### src/rtl/muldiv_sched.sv
`default_nettype none
// ============================================================================
// Module  : muldiv_sched
// Purpose : EX-stage sequencer for the pipelined multiplier and the iterative
//           divider, with a one-entry quotient/remainder cache.
// Revision: 1.0 - initial release
// ============================================================================
module muldiv_sched #(
  parameter int MUL_LAT = 2
) (
  input  logic        clk,
  input  logic        rst,
  input  logic        req_valid,
  input  logic        req_is_div,
  input  logic [1:0]  req_op,
  input  logic [31:0] req_a,
  input  logic [31:0] req_b,
  input  logic        flush,
  input  logic        next_rdy,
  output logic        eu_stall,
  output logic        res_valid,
  output logic [31:0] res,
  output logic        mul_en,
  output logic        mul_signed,
  input  logic [63:0] mul_out,
  output logic        div_start,
  output logic        div_signed,
  output logic        div_abort,
  input  logic [31:0] div_q,
  input  logic [31:0] div_r,
  input  logic        div_done
);

  localparam int              CW        = (MUL_LAT < 2) ? 1 : $clog2(MUL_LAT + 1);
  localparam logic [CW-1:0]   C_MUL_LAT = CW'(MUL_LAT);
  localparam logic [CW-1:0]   C_ONE     = CW'(1);

  typedef enum logic [1:0] {
    S_IDLE     = 2'd0,
    S_MUL_WAIT = 2'd1,
    S_DIV_WAIT = 2'd2,
    S_DONE     = 2'd3
  } state_t;

  state_t        r_state;
  logic [CW-1:0] r_cnt;
  logic [1:0]    r_op;
  logic [31:0]   r_pa;
  logic [31:0]   r_pb;
  logic [31:0]   r_res;
  logic          r_cache_valid;
  logic          r_cache_signed;
  logic [31:0]   r_cache_a;
  logic [31:0]   r_cache_b;
  logic [31:0]   r_cache_q;
  logic [31:0]   r_cache_r;

  logic w_accept;
  logic w_req_div_signed;
  logic w_cache_hit;
  logic w_mul_hi;

  assign w_accept         = (r_state == S_IDLE) & req_valid & ~flush & ~rst;
  assign w_req_div_signed = ~req_op[1];
  assign w_cache_hit      = r_cache_valid & (req_a == r_cache_a) & (req_b == r_cache_b)
                          & (w_req_div_signed == r_cache_signed);
  // HI and HIU select the upper product word; op 3 falls back to LO.
  assign w_mul_hi         = (r_op == 2'd1) | (r_op == 2'd2);

  assign mul_en     = w_accept & ~req_is_div;
  assign mul_signed = mul_en & (req_op != 2'd2);
  assign div_start  = w_accept & req_is_div & ~w_cache_hit;
  assign div_signed = div_start & w_req_div_signed;
  assign div_abort  = (r_state == S_DIV_WAIT) & flush & ~rst;
  assign res_valid  = (r_state == S_DONE);
  assign res        = r_res;
  assign eu_stall   = req_valid & ~flush & ~res_valid;

  always_ff @(posedge clk) begin
    if (rst) begin
      r_state        <= S_IDLE;
      r_cnt          <= '0;
      r_op           <= '0;
      r_pa           <= '0;
      r_pb           <= '0;
      r_res          <= '0;
      r_cache_valid  <= 1'b0;
      r_cache_signed <= 1'b0;
      r_cache_a      <= '0;
      r_cache_b      <= '0;
      r_cache_q      <= '0;
      r_cache_r      <= '0;
    end else if (flush) begin
      // Cache is deliberately left intact; a coincident div_done is dropped.
      r_state <= S_IDLE;
      r_cnt   <= '0;
    end else begin
      case (r_state)
        S_IDLE: begin
          if (req_valid) begin
            r_op <= req_op;
            r_pa <= req_a;
            r_pb <= req_b;
            if (!req_is_div) begin
              r_cnt   <= C_MUL_LAT;
              r_state <= S_MUL_WAIT;
            end else if (w_cache_hit) begin
              r_res   <= req_op[0] ? r_cache_r : r_cache_q;
              r_state <= S_DONE;
            end else begin
              r_state <= S_DIV_WAIT;
            end
          end
        end
        S_MUL_WAIT: begin
          if (r_cnt == C_ONE) begin
            r_res   <= w_mul_hi ? mul_out[63:32] : mul_out[31:0];
            r_cnt   <= '0;
            r_state <= S_DONE;
          end else begin
            r_cnt <= r_cnt - C_ONE;
          end
        end
        S_DIV_WAIT: begin
          if (div_done) begin
            r_res          <= r_op[0] ? div_r : div_q;
            r_cache_valid  <= 1'b1;
            r_cache_signed <= ~r_op[1];
            r_cache_a      <= r_pa;
            r_cache_b      <= r_pb;
            r_cache_q      <= div_q;
            r_cache_r      <= div_r;
            r_state        <= S_DONE;
          end
        end
        S_DONE: begin
          if (next_rdy) begin
            r_state <= S_IDLE;
          end
        end
        default: r_state <= S_IDLE;
      endcase
    end
  end

endmodule
`default_nettype wire

### config.mk
export PLATFORM = sky130hd
export DESIGN_NAME = muldiv_sched
export DESIGN_NICKNAME = d
export VERILOG_FILES = /design/src/rtl/muldiv_sched.sv
export SDC_FILE = /design/constraint.sdc
export NUM_CORES = 1
export LEC_CHECK = 0
export CORE_ASPECT_RATIO = 1.75
export CORE_UTILIZATION = 55
export CTS_CLUSTER_DIAMETER = 120
export CTS_CLUSTER_SIZE = 24
export DETAILED_ROUTE_END_ITERATION = 6
export GPL_TIMING_DRIVEN = 0
export PLACE_DENSITY = 0.83
export SYNTH_ARGS = -nofsm -noshare
export SYNTH_HDL_FRONTEND = slang
export SYNTH_SLANG_ARGS = --single-unit
### constraint.sdc
create_clock -name clk -period 5.2 [get_ports clk]
set_clock_uncertainty 0.1 [all_clocks]
set_input_delay 1.56 -clock clk [delete_from_list [all_inputs] [get_ports clk]]
set_output_delay 1.56 -clock clk [all_outputs]
set_load 0.05 [all_outputs]
* Word level (Yosys, flattened, before mapping)
Cells that the tools add are included.
** Storage, ports and cells
- Flip-flop bits (word level) :: 232
- Word-level logic and storage cells :: 82
** Operators by class
- Add/sub/neg operators :: 1
- Bitwise operators :: 23
- Reduce and logical (&&, ||, !) cells :: 9
- Multiplexer cells :: 20
- Equal/unequal tests :: 17
** Operator list (count)
- 32-bit two-way mux :: 8
- 32-bit case mux with 3 select lines :: 1
- 32-bit equality test :: 2
- 2-bit two-way mux :: 8
- 2-bit != test, second input constant :: 8
- 1-bit bitwise AND :: 15
- 3-bit AND reduction :: 3
- 2-bit case mux with 4 select lines :: 1
- 1-bit NOT :: 7
- 7-bit AND reduction :: 1
- 2-bit by 1-bit equality test with 1-bit output, second input constant :: 3
- 2-bit equality test, second input constant :: 3
- 2-bit case mux with 2 select lines :: 1
- 4-bit AND reduction :: 1
- 3-bit nonzero test :: 1
- 2-bit zero test :: 1
- 2-bit nonzero test :: 1
- 2-bit OR reduction :: 1
- 2-bit by 1-bit subtractor with 2-bit output, second input constant :: 1
- 1-bit equality test :: 1
- 1-bit two-way mux :: 1
- 1-bit OR :: 1

* Depth between registers and ports, before layout
- Word-level depth :: 8
- Mapped depth :: 10
- Mapped depth without buffers :: 8

* Worst setup path before layout
No wires, ideal clock.
- Kind :: input to output
- From :: in flush
- To :: out mul_signed
- Path slack :: -0.963 ns
- Buffers on the path :: 2
- Stages on the path :: 5
- Data required time :: 3.540 ns
- Arrival :: 4.503 ns
- Cell sequence :: clkbuf_1 nand3b_1 clkbuf_1 nor3_1 a21boi_0
** Between the ends
- Longest elaborated chain between the ends :: 5
** Ends and longest elaborated chain
- from (decl) :: RTL line 18 : input logic flush,
- 1-bit NOT (no source line)
- 1-bit bitwise AND (2 in series) :: RTL line 63 : assign w_accept = (r_state == S_IDLE) & req_valid & ~flush & ~rst;
- 1-bit bitwise AND :: RTL line 70 : assign mul_en = w_accept & ~req_is_div;
- via mul_en :: RTL line 23 : output logic mul_en,
- 1-bit bitwise AND :: RTL line 71 : assign mul_signed = mul_en & (req_op != 2'd2);
- to (decl) :: RTL line 24 : output logic mul_signed,
The timed path passes the listed nets, and every way through them passes these cells.

* Worst setup path after layout
- From :: in req_a[19]
- To :: out div_start
** Between the ends
- Longest elaborated chain between the ends :: 6
** Ends and longest elaborated chain
- from (decl) :: RTL line 16 : input logic [31:0] req_a,
- 32-bit equality test :: RTL line 65 : assign w_cache_hit = r_cache_valid & (req_a == r_cache_a) & (req_b == r_cache_b)
- 1-bit bitwise AND (2 in series) :: RTL line 65
- 1-bit bitwise AND :: RTL line 66 : & (w_req_div_signed == r_cache_signed);
- 1-bit NOT :: RTL line 72 : assign div_start = w_accept & req_is_div & ~w_cache_hit;
- 1-bit bitwise AND :: RTL line 72
- to (decl) :: RTL line 26 : output logic div_start,
Every way passes these cells.

==> impl_summary.txt <==
----------------------------------------------------
[Floorplan]
  Chip width ... 108 um
  Die Height ... 188 um
  Placeable core region ... 0.0192 mm2
  Standard-cell rows ... 67
  Starting utilization of the core area ... 0.565
  Area of the die ... 0.0203 mm2
  Top Ports ... 240

[Routing]
  DR iter-0 viols ... 660
  Count of unresolved DRC violations after routing ... 0
  Wire length after detailed routing ... 34700 um
  Via/cell ratio ... 5.67
  Number of detailed-route iterations in the first pass ... 5
  Wire length per cell after detailed routing ... 18.7 um
  Total number of vias ... 10500
  Antenna Violating Nets Remaining ... 0

[Cells and area]
  Area added between synthesis and finish ... 28.9%
  Layout Cells excl Fill ... 1859
  Final Net Count ... 1825
  Fill cells ... 1563
  Diodes inserted ... 0
  FF+latch area ... 0.00464 mm2
  Final design utilization ... 0.728
  Combined area of the multi-input logic cells ... 0.00579 mm2
  Share of cells above drive strength 1 ... 0.0396

[Setup path]
  Slowest stage cell, crit path ... sky130_fd_sc_hd__clkdlybuf4s50_1
  FF-to-FF path depth ... 8
  Crit path kind ... in2out
  Worst setup SP type ... primary input
  Worst flop-to-flop path startpoint ... r_state[0]
  Flop-to-flop setup slack ... 2240 ps
  Source of the critical timing path ... req_a[19]
  Capturing element of the worst setup path ... div_start
  Most used cell along the critical path ... sky130_fd_sc_hd__nand4_1
  Data required time at the worst endpoint ... 3540 ps
  Peak per-stage delay on the critical path ... 460 ps
  CP Data Arrival Time ... 3550 ps
  Cells traversed along the worst timing path ... clkdlybuf4s50_1 -> xnor2_2 -> nand4_1 -> nor4_1 -> nand4_1 -> nor2_4 -> nor2_1 -> buf_4
  Terminus of the critical flop-to-flop path ... r_cache_q[1]
  Maximum fanout count along the critical path ... 3
  CP Capture Type ... output port

[Timing]
  Number of max-slew violations in the final report ... 0
  Final setup violation count ... 1
  Crit share post-route ... 1.00
  Final hold slack ... 343 ps
  Max_slew headroom ... 0.445
  Time the final worst path needs with I/O delays and setup ... 5210 ps
  Endpoints failing hold ... 0
  Max frequency ... 0.192 GHz
  Setup slack of the critical path after layout ... -11.3 ps
  Tightest Pin Transition ... 832 ps

[Pwr]
  Total power consumption of the routed design ... 3.58 mW
  Internal power ... 2.59 mW
  Net switching fraction of the power ... 0.276
  Static leakage ... 4.51 nW
  Combinational Power Share ... 0.192
  Cell Pwr Density ... 256 mW/mm2
  Largest vdd supply drop ... 0.000311 V
  Seq pwr share ... 0.515
  Power dissipated by switching net loads ... 986 uW
  Clock power share ... 0.293

[Synthesis]
  Top cell type by total area after synthesis ... sky130_fd_sc_hd__dfxtp_1
  Fraction of post-synthesis cell area in the top cell type by area ... 0.428
  Distinct cell type count after synthesis ... 40
  Largest cells by area after synthesis ... sky130_fd_sc_hd__dfxtp_1 43%, sky130_fd_sc_hd__nand2_1 14%, sky130_fd_sc_hd__a21oi_1 11%, sky130_fd_sc_hd__mux2i_1 6.0%, sky130_fd_sc_hd__xnor2_1 4.0%
  Post-synthesis cell count ... 1362
  Number of nets produced by synthesis ... 1569
  FFs w/ async S/R, synth ... 0
  Mean area per synthesized cell ... 7.96 um2
  Flip-flop and latch count after synthesis ... 232
  Total number of yosys warnings ... 0
  Most used flip-flop cell after synthesis ... sky130_fd_sc_hd__dfxtp_1
  Seq/Total Area, Yosys ... 0.428
  Count of flip-flops with a built-in enable after synthesis ... 0
  Synth Cell Area ... 0.0108 mm2

[Clock tree]
  Hold_buf cts ... 0
  Cts bufs inserted ... 13
  Clock-pin slew on the worst setup and hold paths ... 100 ps
  CTS sink cnt ... 232
  Buffers from clock root to sink, at most ... 3
  Clock latency of the later-clocked register in the worst-skew pair ... 500 ps
  TritonCTS clock tree ... built
  Clock root buffer ... sky130_fd_sc_hd__clkbuf_16
  H-tree depth reported by CTS ... 1

[Placement]
  DP Cell Count ... 1840
  Port buffer count ... 237
  Global placer's final weighted congestion ... 0.949
  Post-detail-place hpwl ... 26700 um
  Setup WS pre-CTS ... -990 ps

[GRT]
  Pin count of the biggest net entering global routing ... 25
  Global-route total usage across every layer ... 0.335
  Global route total overflow ... 0
  Antenna violations before repair ... 0
  Wire length of the first global-routing pass ... 52700 um
  Via count of the first global-routing pass ... 10400

[Status]
  Violated checks ... negative setup slack
  Outcome ... finished, violations left

[Min path]
  Kind of path behind the tightest hold check ... reg2reg

[Job]
  Number of max-cap violations ... 0

----------------------------------------------------
flip-flops by register name, indices dropped and copies added (netlist names), 32 cells and up:
name,flops
r_cache_a,32
r_cache_b,32
r_cache_q,32
r_cache_r,32
r_pa,32
r_pb,32
res,32
layout by cell type (no fill, tap or decap), types with 3 or more instances in the layout:
master and n:
sky130_fd_sc_hd__nand4_1 12, sky130_fd_sc_hd__clkbuf_16 13, sky130_fd_sc_hd__ha_1 6, sky130_fd_sc_hd__mux2i_1 65
sky130_fd_sc_hd__mux2_2 18, sky130_fd_sc_hd__clkbuf_1 91, sky130_fd_sc_hd__dfxtp_1 232, sky130_fd_sc_hd__buf_2 6
sky130_fd_sc_hd__xnor2_2 4, sky130_fd_sc_hd__a211o_1 32, sky130_fd_sc_hd__nor2_1 41, sky130_fd_sc_hd__clkdlybuf4s50_1 229
sky130_fd_sc_hd__nor4_1 3, sky130_fd_sc_hd__nand2b_1 39, sky130_fd_sc_hd__inv_1 15, sky130_fd_sc_hd__a211oi_1 34
sky130_fd_sc_hd__a2111oi_0 3, sky130_fd_sc_hd__xnor2_1 44, sky130_fd_sc_hd__xor2_1 4, sky130_fd_sc_hd__mux2_1 14
sky130_fd_sc_hd__nand2_1 393, sky130_fd_sc_hd__buf_4 7, sky130_fd_sc_hd__nor3b_1 6, sky130_fd_sc_hd__buf_1 3
sky130_fd_sc_hd__a21oi_1 228, sky130_fd_sc_hd__buf_8 3, sky130_fd_sc_hd__nor2b_1 37
what timing repair did:
item	CTS	global route
setup buffers	3	1
resized for setup	35	6
endpoints found under the setup margin	5	2
pin swaps	5	5
power groups by stage:
stage / combinational [mW] / sequential, mW / clock, mW
global placement: 0.662 / 1.88 / 0
floorplan: 0.340 / 1.90 / 0
detailed placement: 0.672 / 1.88 / 0
finish: 0.686 / 1.84 / 1.05
CTS: 0.679 / 1.84 / 1.05
global route: 0.730 / 1.85 / 1.12
per-layer routing:
| layer | vias up | wire length, um | global-route usage |
|---|---|---|---|
| met2 | 455 | 18200 | 0.625 |
| li1 | 5068 | - | - |
| met1 | 4902 | 12000 | 0.341 |
| met5 | - | 0 | 0 |
| met3 | 123 | 2240 | 0.0400 |
| met4 | 0 | 2200 | 0.214 |
worst max-delay path: cells and delay by family:
family | cells | cell delay (ps)
xor gates and xnor gates | 1 | 320
buffers and inverters | 2 | 650
and+or+nand+nor | 5 | 1010
kinds of logic after synthesis:
logic type / Yosys count / share of synthesized area
compound gates: 310 / 0.168
simple gates: 544 / 0.215
mux: 97 / 0.0932
buf+inv: 120 / 0.0452
fa+ha+maj: 6 / 0.00692
flops: 232 / 0.428
xor+xnor: 53 / 0.0428
per-stage QoR:
| step | instance area (um2) | setup TNS, ps |
|---|---|---|
| final | 14000 | -11.3 |
| after global routing | 14000 | -9.59 |
| after CTS | 13900 | 0 |
| after detailed placement | 13500 | -3860 |
| after global placement | 13500 | -3670 |
| after floorplan | 10900 | 0 |
final cells by class:
cell class / instances / share of cell area
flip-flops and latches: 232 / 0.332
inverters: 16 / 0.00430
repair buffers: 241 / 0.172
well taps: 241 / 0.0216
plain buffers: 104 / 0.0312
clock buffers: 13 / 0.0233
multi-input cells: 1010 / 0.414
clock inverters: 2 / 0.00125
how the worst min path moves through the flow:
| stage | start | endpoint | slack, ps | cells after the start |
|---|---|---|---|---|
| after detailed placement | r_cache_q[9] | r_cache_q[9] | 340 | 2 |
| after global routing | r_pa[6] | r_cache_a[6] | 370 | 2 |
| after floorplan | r_cache_q[0] | r_cache_q[0] | 330 | 2 |
| after CTS | r_pb[28] | r_cache_b[28] | 340 | 2 |
| final | r_pa[13] | r_cache_a[13] | 340 | 2 |
| after global placement | r_pb[21] | r_cache_b[21] | 340 | 2 |
synthesized netlist by cell type (6+ instances only):
library cell / instances
sky130_fd_sc_hd__a211o_1: 32
sky130_fd_sc_hd__a211oi_1: 34
sky130_fd_sc_hd__a21oi_1: 228
sky130_fd_sc_hd__clkbuf_1: 93
sky130_fd_sc_hd__dfxtp_1: 232
sky130_fd_sc_hd__ha_1: 6
sky130_fd_sc_hd__inv_1: 15
sky130_fd_sc_hd__mux2_1: 14
sky130_fd_sc_hd__mux2_2: 18
sky130_fd_sc_hd__mux2i_1: 65
sky130_fd_sc_hd__nand2_1: 393
sky130_fd_sc_hd__nand2b_1: 39
sky130_fd_sc_hd__nand4_1: 12
sky130_fd_sc_hd__nor2_1: 42
sky130_fd_sc_hd__nor2b_1: 37
sky130_fd_sc_hd__nor3b_1: 6
sky130_fd_sc_hd__xnor2_1: 49
Note: power is estimated with default switching activity, not from simulation.
